`config.mk`:
```
export PLATFORM = sky130hd
export DESIGN_NAME = crypto_job_sequencer_flat
export DESIGN_NICKNAME = d
export VERILOG_FILES = /design/src/rtl/crypto_job_sequencer_if.sv /design/src/rtl/crypto_job_sequencer.sv /design/src/flat_wrapper.sv
export SDC_FILE = /design/constraint.sdc
export NUM_CORES = 1
export LEC_CHECK = 0
export ABC_AREA = 1
export BUFFER_PORTS_ARGS = -buffer_cell sky130_fd_sc_hd__buf_2
export CORE_AREA = 2 2 307 309
export CTS_CLUSTER_SIZE = 14
export DETAILED_ROUTE_END_ITERATION = 10
export DIE_AREA = 0 0 309 311
export PLACE_DENSITY_LB_ADDON = 0.05
export SETUP_SLACK_MARGIN = 0.4
export SLEW_MARGIN = 20
export SYNTH_ARGS = -nofsm -noshare
export SYNTH_HDL_FRONTEND = slang
export SYNTH_SLANG_ARGS = --single-unit
```
`constraint.sdc`:
```
create_clock -name clk -period 43.3 [get_ports clk]
set_input_delay 6.495 -clock clk [delete_from_list [all_inputs] [get_ports clk]]
set_output_delay 6.495 -clock clk [all_outputs]
set_load 0.05 [all_outputs]
```
`src/rtl/crypto_job_sequencer_if.sv`:
```
`default_nettype none
// ============================================================================
// Module   : crypto_job_sequencer_if
// Brief    : Job stream, cipher-core and result signals of the job sequencer.
// Revision : 1.0
// ============================================================================
interface crypto_job_sequencer_if #(
    parameter int BLOCK_W    = 128,
    parameter int FIFO_DEPTH = 4
);
    localparam int c_CNT_W = $clog2(FIFO_DEPTH) + 1;

    logic                 in_valid;
    logic                 in_ready;
    logic [BLOCK_W-1:0]   in_data;
    logic                 key_load;
    logic [BLOCK_W-1:0]   key_in;
    logic [BLOCK_W-1:0]   eng_plaintext;
    logic [BLOCK_W-1:0]   eng_key;
    logic                 eng_start;
    logic                 eng_done;
    logic [BLOCK_W-1:0]   eng_ciphertext;
    logic                 out_valid;
    logic                 out_ready;
    logic [BLOCK_W-1:0]   out_data;
    logic                 timeout_err;
    logic                 busy;
    logic [c_CNT_W-1:0]   fifo_count;

    // Sequencer side
    modport slave (
        input  in_valid, in_data, key_load, key_in, eng_done, eng_ciphertext, out_ready,
        output in_ready, eng_plaintext, eng_key, eng_start, out_valid, out_data,
               timeout_err, busy, fifo_count
    );

    // Environment side (job source, cipher core, result sink)
    modport master (
        output in_valid, in_data, key_load, key_in, eng_done, eng_ciphertext, out_ready,
        input  in_ready, eng_plaintext, eng_key, eng_start, out_valid, out_data,
               timeout_err, busy, fifo_count
    );
endinterface
`default_nettype wire

```
`src/rtl/crypto_job_sequencer.sv`:
```
`default_nettype none
// ============================================================================
// Module   : crypto_job_sequencer
// Brief    : Queues plaintext jobs and issues them one at a time to the cipher
//            core with a per-job key snapshot; captures the ciphertext into a
//            valid/ready register and abandons jobs whose core never finishes.
// Revision : 1.0
// ============================================================================
module crypto_job_sequencer #(
    parameter int BLOCK_W    = 128,
    parameter int FIFO_DEPTH = 4,
    parameter int TIMEOUT    = 32
) (
    input  logic                  clk,
    input  logic                  rst,
    crypto_job_sequencer_if.slave bus
);
    localparam int c_PTR_W = $clog2(FIFO_DEPTH);
    localparam int c_CNT_W = c_PTR_W + 1;
    localparam int c_TMO_W = $clog2(TIMEOUT);
    localparam logic [c_CNT_W-1:0] c_FIFO_FULL = c_CNT_W'(FIFO_DEPTH);
    localparam logic [c_TMO_W-1:0] c_TMO_LAST  = c_TMO_W'(TIMEOUT - 1);

    typedef enum logic [1:0] {
        S_IDLE  = 2'd0,
        S_START = 2'd1,
        S_WAIT  = 2'd2,
        S_HOLD  = 2'd3
    } state_t;

    state_t               r_state;
    state_t               w_state_nxt;

    logic [BLOCK_W-1:0]   r_mem [FIFO_DEPTH];
    logic [c_PTR_W-1:0]   r_wr_ptr;
    logic [c_PTR_W-1:0]   r_rd_ptr;
    logic [c_CNT_W-1:0]   r_count;
    logic [BLOCK_W-1:0]   r_key;
    logic [BLOCK_W-1:0]   r_eng_pt;
    logic [BLOCK_W-1:0]   r_eng_key;
    logic [c_TMO_W-1:0]   r_wait_cnt;
    logic                 r_out_valid;
    logic [BLOCK_W-1:0]   r_out_data;
    logic                 r_timeout_err;

    logic                 w_in_ready;
    logic                 w_push;
    logic                 w_pop;
    logic                 w_done;
    logic                 w_timeout;
    logic                 w_out_accept;

    assign w_in_ready   = (r_count < c_FIFO_FULL);
    assign w_push       = bus.in_valid && w_in_ready;
    assign w_pop        = (r_state == S_IDLE) && (r_count != '0);
    assign w_done       = (r_state == S_WAIT) && bus.eng_done;
    // A done on the terminal-count cycle takes priority over the timeout.
    assign w_timeout    = (r_state == S_WAIT) && !bus.eng_done && (r_wait_cnt == c_TMO_LAST);
    assign w_out_accept = (r_state == S_HOLD) && r_out_valid && bus.out_ready;

    // ------------------------------------------------------------------------
    // Job FSM
    // ------------------------------------------------------------------------
    always_ff @(posedge clk or posedge rst) begin
        if (rst) begin
            r_state <= S_IDLE;
        end else begin
            r_state <= w_state_nxt;
        end
    end

    always_comb begin
        w_state_nxt = r_state;
        case (r_state)
            S_IDLE: begin
                if (w_pop) begin
                    w_state_nxt = S_START;
                end
            end
            S_START: begin
                w_state_nxt = S_WAIT;
            end
            S_WAIT: begin
                if (w_done) begin
                    w_state_nxt = S_HOLD;
                end else if (w_timeout) begin
                    w_state_nxt = S_IDLE;
                end
            end
            S_HOLD: begin
                if (w_out_accept) begin
                    w_state_nxt = S_IDLE;
                end
            end
            default: begin
                w_state_nxt = S_IDLE;
            end
        endcase
    end

    // ------------------------------------------------------------------------
    // Job FIFO (storage is not reset; occupancy and pointers are)
    // ------------------------------------------------------------------------
    always_ff @(posedge clk) begin
        if (w_push) begin
            r_mem[r_wr_ptr] <= bus.in_data;
        end
    end

    always_ff @(posedge clk or posedge rst) begin
        if (rst) begin
            r_wr_ptr <= '0;
            r_rd_ptr <= '0;
            r_count  <= '0;
        end else begin
            if (w_push) begin
                r_wr_ptr <= r_wr_ptr + c_PTR_W'(1);
            end
            if (w_pop) begin
                r_rd_ptr <= r_rd_ptr + c_PTR_W'(1);
            end
            case ({w_push, w_pop})
                2'b10:   r_count <= r_count + c_CNT_W'(1);
                2'b01:   r_count <= r_count - c_CNT_W'(1);
                default: r_count <= r_count;
            endcase
        end
    end

    // ------------------------------------------------------------------------
    // Key register and per-job launch registers
    // ------------------------------------------------------------------------
    always_ff @(posedge clk or posedge rst) begin
        if (rst) begin
            r_key <= '0;
        end else if (bus.key_load) begin
            r_key <= bus.key_in;
        end
    end

    // The snapshot reads r_key before this edge, so a simultaneous key_load
    // only affects the following job.
    always_ff @(posedge clk or posedge rst) begin
        if (rst) begin
            r_eng_pt   <= '0;
            r_eng_key  <= '0;
            r_wait_cnt <= '0;
        end else begin
            if (w_pop) begin
                r_eng_pt   <= r_mem[r_rd_ptr];
                r_eng_key  <= r_key;
                r_wait_cnt <= '0;
            end else if ((r_state == S_WAIT) && !bus.eng_done) begin
                r_wait_cnt <= r_wait_cnt + c_TMO_W'(1);
            end
        end
    end

    // ------------------------------------------------------------------------
    // Result register and sticky error
    // ------------------------------------------------------------------------
    always_ff @(posedge clk or posedge rst) begin
        if (rst) begin
            r_out_valid   <= 1'b0;
            r_out_data    <= '0;
            r_timeout_err <= 1'b0;
        end else begin
            if (w_done) begin
                r_out_valid <= 1'b1;
                r_out_data  <= bus.eng_ciphertext;
            end else if (w_out_accept) begin
                r_out_valid <= 1'b0;
            end
            if (w_timeout) begin
                r_timeout_err <= 1'b1;
            end
        end
    end

    assign bus.in_ready      = w_in_ready;
    assign bus.fifo_count    = r_count;
    assign bus.eng_plaintext = r_eng_pt;
    assign bus.eng_key       = r_eng_key;
    assign bus.eng_start     = (r_state == S_START);
    assign bus.busy          = (r_state != S_IDLE);
    assign bus.out_valid     = r_out_valid;
    assign bus.out_data      = r_out_data;
    assign bus.timeout_err   = r_timeout_err;

    // ------------------------------------------------------------------------
    // Protocol properties
    // ------------------------------------------------------------------------
    a_start_single_cycle: assert property (@(posedge clk) disable iff (rst)
        bus.eng_start |=> !bus.eng_start);

    a_count_bounded: assert property (@(posedge clk) disable iff (rst)
        r_count <= c_FIFO_FULL);

    a_result_held: assert property (@(posedge clk) disable iff (rst)
        (r_out_valid && !bus.out_ready) |=> (r_out_valid && $stable(r_out_data)));

endmodule
`default_nettype wire

```
`src/flat_wrapper.sv`:
```
// flat-port wrapper written by rule: the top's interface ports become plain ports
module crypto_job_sequencer_flat 
#(
    parameter int BLOCK_W    = 128,
    parameter int FIFO_DEPTH = 4,
    parameter int TIMEOUT    = 32
)
  (clk, rst, bus_in_valid, bus_in_data, bus_key_load, bus_key_in, bus_eng_done, bus_eng_ciphertext, bus_out_ready, bus_in_ready, bus_eng_plaintext, bus_eng_key, bus_eng_start, bus_out_valid, bus_out_data, bus_timeout_err, bus_busy, bus_fifo_count);
  crypto_job_sequencer_if #(.BLOCK_W(BLOCK_W), .FIFO_DEPTH(FIFO_DEPTH)) bus_i ();
  input  logic clk;
  input  logic rst;
  input wire logic [$bits(bus_i.in_valid)-1:0] bus_in_valid;
  input wire logic [$bits(bus_i.in_data)-1:0] bus_in_data;
  input wire logic [$bits(bus_i.key_load)-1:0] bus_key_load;
  input wire logic [$bits(bus_i.key_in)-1:0] bus_key_in;
  input wire logic [$bits(bus_i.eng_done)-1:0] bus_eng_done;
  input wire logic [$bits(bus_i.eng_ciphertext)-1:0] bus_eng_ciphertext;
  input wire logic [$bits(bus_i.out_ready)-1:0] bus_out_ready;
  output wire logic [$bits(bus_i.in_ready)-1:0] bus_in_ready;
  output wire logic [$bits(bus_i.eng_plaintext)-1:0] bus_eng_plaintext;
  output wire logic [$bits(bus_i.eng_key)-1:0] bus_eng_key;
  output wire logic [$bits(bus_i.eng_start)-1:0] bus_eng_start;
  output wire logic [$bits(bus_i.out_valid)-1:0] bus_out_valid;
  output wire logic [$bits(bus_i.out_data)-1:0] bus_out_data;
  output wire logic [$bits(bus_i.timeout_err)-1:0] bus_timeout_err;
  output wire logic [$bits(bus_i.busy)-1:0] bus_busy;
  output wire logic [$bits(bus_i.fifo_count)-1:0] bus_fifo_count;
  assign bus_i.in_valid = bus_in_valid;
  assign bus_i.in_data = bus_in_data;
  assign bus_i.key_load = bus_key_load;
  assign bus_i.key_in = bus_key_in;
  assign bus_i.eng_done = bus_eng_done;
  assign bus_i.eng_ciphertext = bus_eng_ciphertext;
  assign bus_i.out_ready = bus_out_ready;
  assign bus_in_ready = bus_i.in_ready;
  assign bus_eng_plaintext = bus_i.eng_plaintext;
  assign bus_eng_key = bus_i.eng_key;
  assign bus_eng_start = bus_i.eng_start;
  assign bus_out_valid = bus_i.out_valid;
  assign bus_out_data = bus_i.out_data;
  assign bus_timeout_err = bus_i.timeout_err;
  assign bus_busy = bus_i.busy;
  assign bus_fifo_count = bus_i.fifo_count;
  crypto_job_sequencer #(.BLOCK_W(BLOCK_W), .FIFO_DEPTH(FIFO_DEPTH), .TIMEOUT(TIMEOUT)) u_core (.clk(clk), .rst(rst), .bus(bus_i));
endmodule
```
==> results by group <==
Timing
  • Worst-margin pin slew: 1120 ps
  • Hold Fails Final Rpt: 0
  • Setup TNS: 0 ps
  • Post-layout min period: 8330 ps
  • Period Utilization, post-route: 0.192
  • Slew HR: 0.251
  • Slack of the critical path: 34970 ps
  • Fin. max-slew vios: 0
  • RSZ-0062 raised after global routing: false
  • Fmax: 120 MHz
  • Max Clock Skew: 14.0 ps
  • Setup Viol. Count Final: 0

Floorplanning
  • # IOs: 782
  • Num rows: 112
  • Die ar.: 0.0961 mm^2
  • Starting density of the core: 0.444
  • Die span in y: approximately 310 um
  • Die width: approximately 300 um
  • Core ar.: 0.0928 mm^2

Yosys
  • Yosys reg bits: 1040
  • Adder-Cell Fraction of Synth Area: 0.00261
  • Simple-gate share of the synthesized area: 0.188
  • Post-synthesis cell count: 4150
  • Synth Net Count: 4548
  • Multiplexer area fraction after synthesis: 0
  • Async SR Flop Fraction: 0.508
  • Avg Cell Area, Syn: 9.93 um^2
  • Yosys cell types: 22
  • Synthesized cell area: 0.0412 mm^2
  • YS warnings: 0
  • Register area share after synthesis: 0.694
  • Synth Area in XOR/XNOR: 0.000850
  • Compound-gate portion of the synthesized area: 0.0323
  • Largest family of logic cells by synthesized area: simple AND/OR/NAND/NOR gates
  • Primary FF master, synth: dfrtp_1
  • Post-synth EDFFs: 512

Global routing
  • Global-route wire length before repair: about 180000 um
  • Initial antenna violation count: 63
  • Largest net degree at the start of global routing: 264
  • Grt total ovfl: 0
  • Vias in the first global route: 27800
  • All-Layer GR Usage: 0.245

Setup path
  • Worst EP arrival: 8630 ps
  • Reg2reg end: u_core.bus.eng_plaintext[59]
  • Critical path class: in2reg
  • CP endpoint kind: flip-flop
  • CP startpoint kind: input pin
  • R2r setup slk: 39970 ps
  • R2R cell count: 7
  • WP data required: 43600 ps
  • FF-to-FF Start: u_core.r_rd_ptr[1]
  • Critical path peak fanout: 52

Placed design
  • GPL Wtd Cong: 0.912
  • Place WS: around 34000 ps
  • Port Buffer Count: a little under 800
  • Post-DP HPWL: 78900 um

Hold path
  • Min-delay src: u_core.bus.out_data[78]
  • Hold Path Depth: 2
  • Min-delay worst type: reg2reg
  • Hold endpoint: u_core.bus.out_data[78]

Route
  • Antenna-violating nets left: 0
  • Routed len/inst: ~19 um
  • Drt first pass iters: 6
  • Detailed-route wire length: 120000 um
  • DRC: 0
  • Initial drt markers: 2429
  • Via/cell ratio: 4.65
  • Total number of vias: 29100

Cells and area
  • Layout cells sized above 1: 0.201
  • Filler cells: 8523
  • Commonest non-fill, non-tap cell in the layout: nand2_1
  • Commonest non-fill, non-tap cells in the layout: 1686 x nand2_1, 780 x buf_2, 659 x inv_1, 526 x dfrtp_1, 512 x edfxtp_1
  • Nets: 5278
  • Layout area overhead: 21.3%

Status
  • Outcome: complete, no violations

Clocking
  • Number of hold buffers added after CTS: 0
  • CTS sink count: 1040
  • Worst skew pair latency: around 680 ps
  • Postcts setup bufs: 0
  • Clock Tree Buf Depth: 3
  • # resized after CTS: 0
  • CTS root buf: clkbuf_16
  • Clock Pin Slew Worst Setup and Hold Paths: 50 ps
  • CTS tree: yes
  • Cts bufs inserted: ~110
  • H-tree Lvls: 3

Power
  • Pleak: 25.4 nW
  • Max IR drop VDD: 0.0458 mV
  • Power Dens Cells: 80.2 mW/mm^2

Flow run
  • Max-cap viol count: 0
## area by class of cell
| cell class | count | area [um^2] | share of cell area |
|---|---|---|---|
| tap | 1254 | 1570 | 0.0314 |
| multi-input combinational | 2248 | 9270 | 0.186 |
| antenna | 23 | 57.6 | 0.00115 |
| clock inverter | 39 | 387 | 0.00774 |
| timing repair buffer | 814 | 4200 | 0.0840 |
| sequential | 1040 | 28600 | 0.572 |
| inverter | 664 | 2510 | 0.0503 |
| clock buffer | 173 | 3380 | 0.0676 |
## cell usage after synthesis (3+ instances only)
| cell | count | area [um^2] |
|---|---|---|
| dfrtp_1 | 528 | 13200 |
| edfxtp_1 | 512 | 15400 |
| nand3_1 | 267 | 1340 |
| xor2_1 | 3 | 26.3 |
| clkbuf_1 | 65 | 244 |
| inv_1 | 661 | 2480 |
| a21oi_1 | 4 | 20.0 |
| ha_1 | 7 | 87.6 |
| buf_2 | 122 | 611 |
| inv_2 | 3 | 11.3 |
| nand2_1 | 1686 | 6330 |
| nor2_1 | 12 | 45.0 |
| buf_1 | 9 | 33.8 |
| o21ai_0 | 259 | 1300 |
## through the flow
stage | area (um^2) | total power, W | instances | hold WS [ps] | utilization
2_1_floorplan | 41200 | 0.00260 | 4150 | 478 | -
3_3_place_gp | 46100 | 0.00307 | 6019 | 449 | 0.497
3_5_place_dp | 46100 | 0.00308 | 6019 | 454 | 0.497
4_1_cts | 49900 | 0.00405 | 6231 | 468 | 0.538
5_1_grt | 49900 | 0.00423 | 6244 | 486 | 0.538
6_report | 50000 | 0.00401 | 6255 | 464 | 0.539
## cell families (layout without fill, tap and decap cells)
kind of cell    Yosys count  in the layout
compound gates          265            265
simple gates           1971           1971
xor+xnor                  4              4
buf+inv                 862           1690
flops                  1040           1040
fa+ha+maj                 8              8
other cells               0             23
## flip-flops by register name, indices dropped and copies added, names as in the netlist
| signal | flops |
|---|---|
| u_core.bus.timeout_err | 1 |
| u_core.r_mem | 512 |
| u_core.bus.out_data | 128 |
| u_core.r_wr_ptr | 2 |
| u_core.bus.eng_key | 128 |
| u_core.bus.eng_plaintext | 128 |
| u_core.bus.fifo_count | 3 |
| u_core.r_key | 128 |
| u_core.r_wait_cnt | 5 |
| u_core.r_state | 2 |
| u_core.r_rd_ptr | 2 |
| u_core.bus.out_valid | 1 |
## layer usage
| metal | vias to the layer above | global-route usage | wire length [um] |
|---|---|---|---|
| li1 | 14300 | - | - |
| met4 | 54 | 0.0728 | 3380 |
| met1 | 13700 | 0.311 | 49600 |
| met2 | 753 | 0.401 | 57200 |
| met5 | - | 0 | 340 |
| met3 | 241 | 0.0759 | 9090 |
## report_power, final
| part | switching (W) | total (W) | leakage (nW) | internal, W |
|---|---|---|---|---|
| Sequential | 0.000130 | 0.00142 | 11.2 | 0.00129 |
| Clock | 0.000390 | 0.000966 | 1.86 | 0.000576 |
| Combinational | 0.00128 | 0.00162 | 12.3 | 0.000341 |
| Total | 0.00180 | 0.00401 | 25.4 | 0.00221 |
## critical path, stage by stage
cell and delay (ps):
buf_2 80, nand2_1 300, nor2_4 800, buf_4 770
## how the worst max path moves through the flow
stage,cells past startpoint,end,slack [ps],start
floorplan,1,u_core.bus.eng_key[0],22050,rst
CTS,4,u_core.bus.out_data[31],34950,rst
finish,4,u_core.r_mem[2][98],34970,bus_in_valid
global route,4,u_core.bus.out_data[83],34660,rst
global placement,4,u_core.bus.out_data[49],34170,rst
detailed placement,4,u_core.bus.out_data[49],34210,rst
Note: power is estimated with default switching activity, not from simulation.
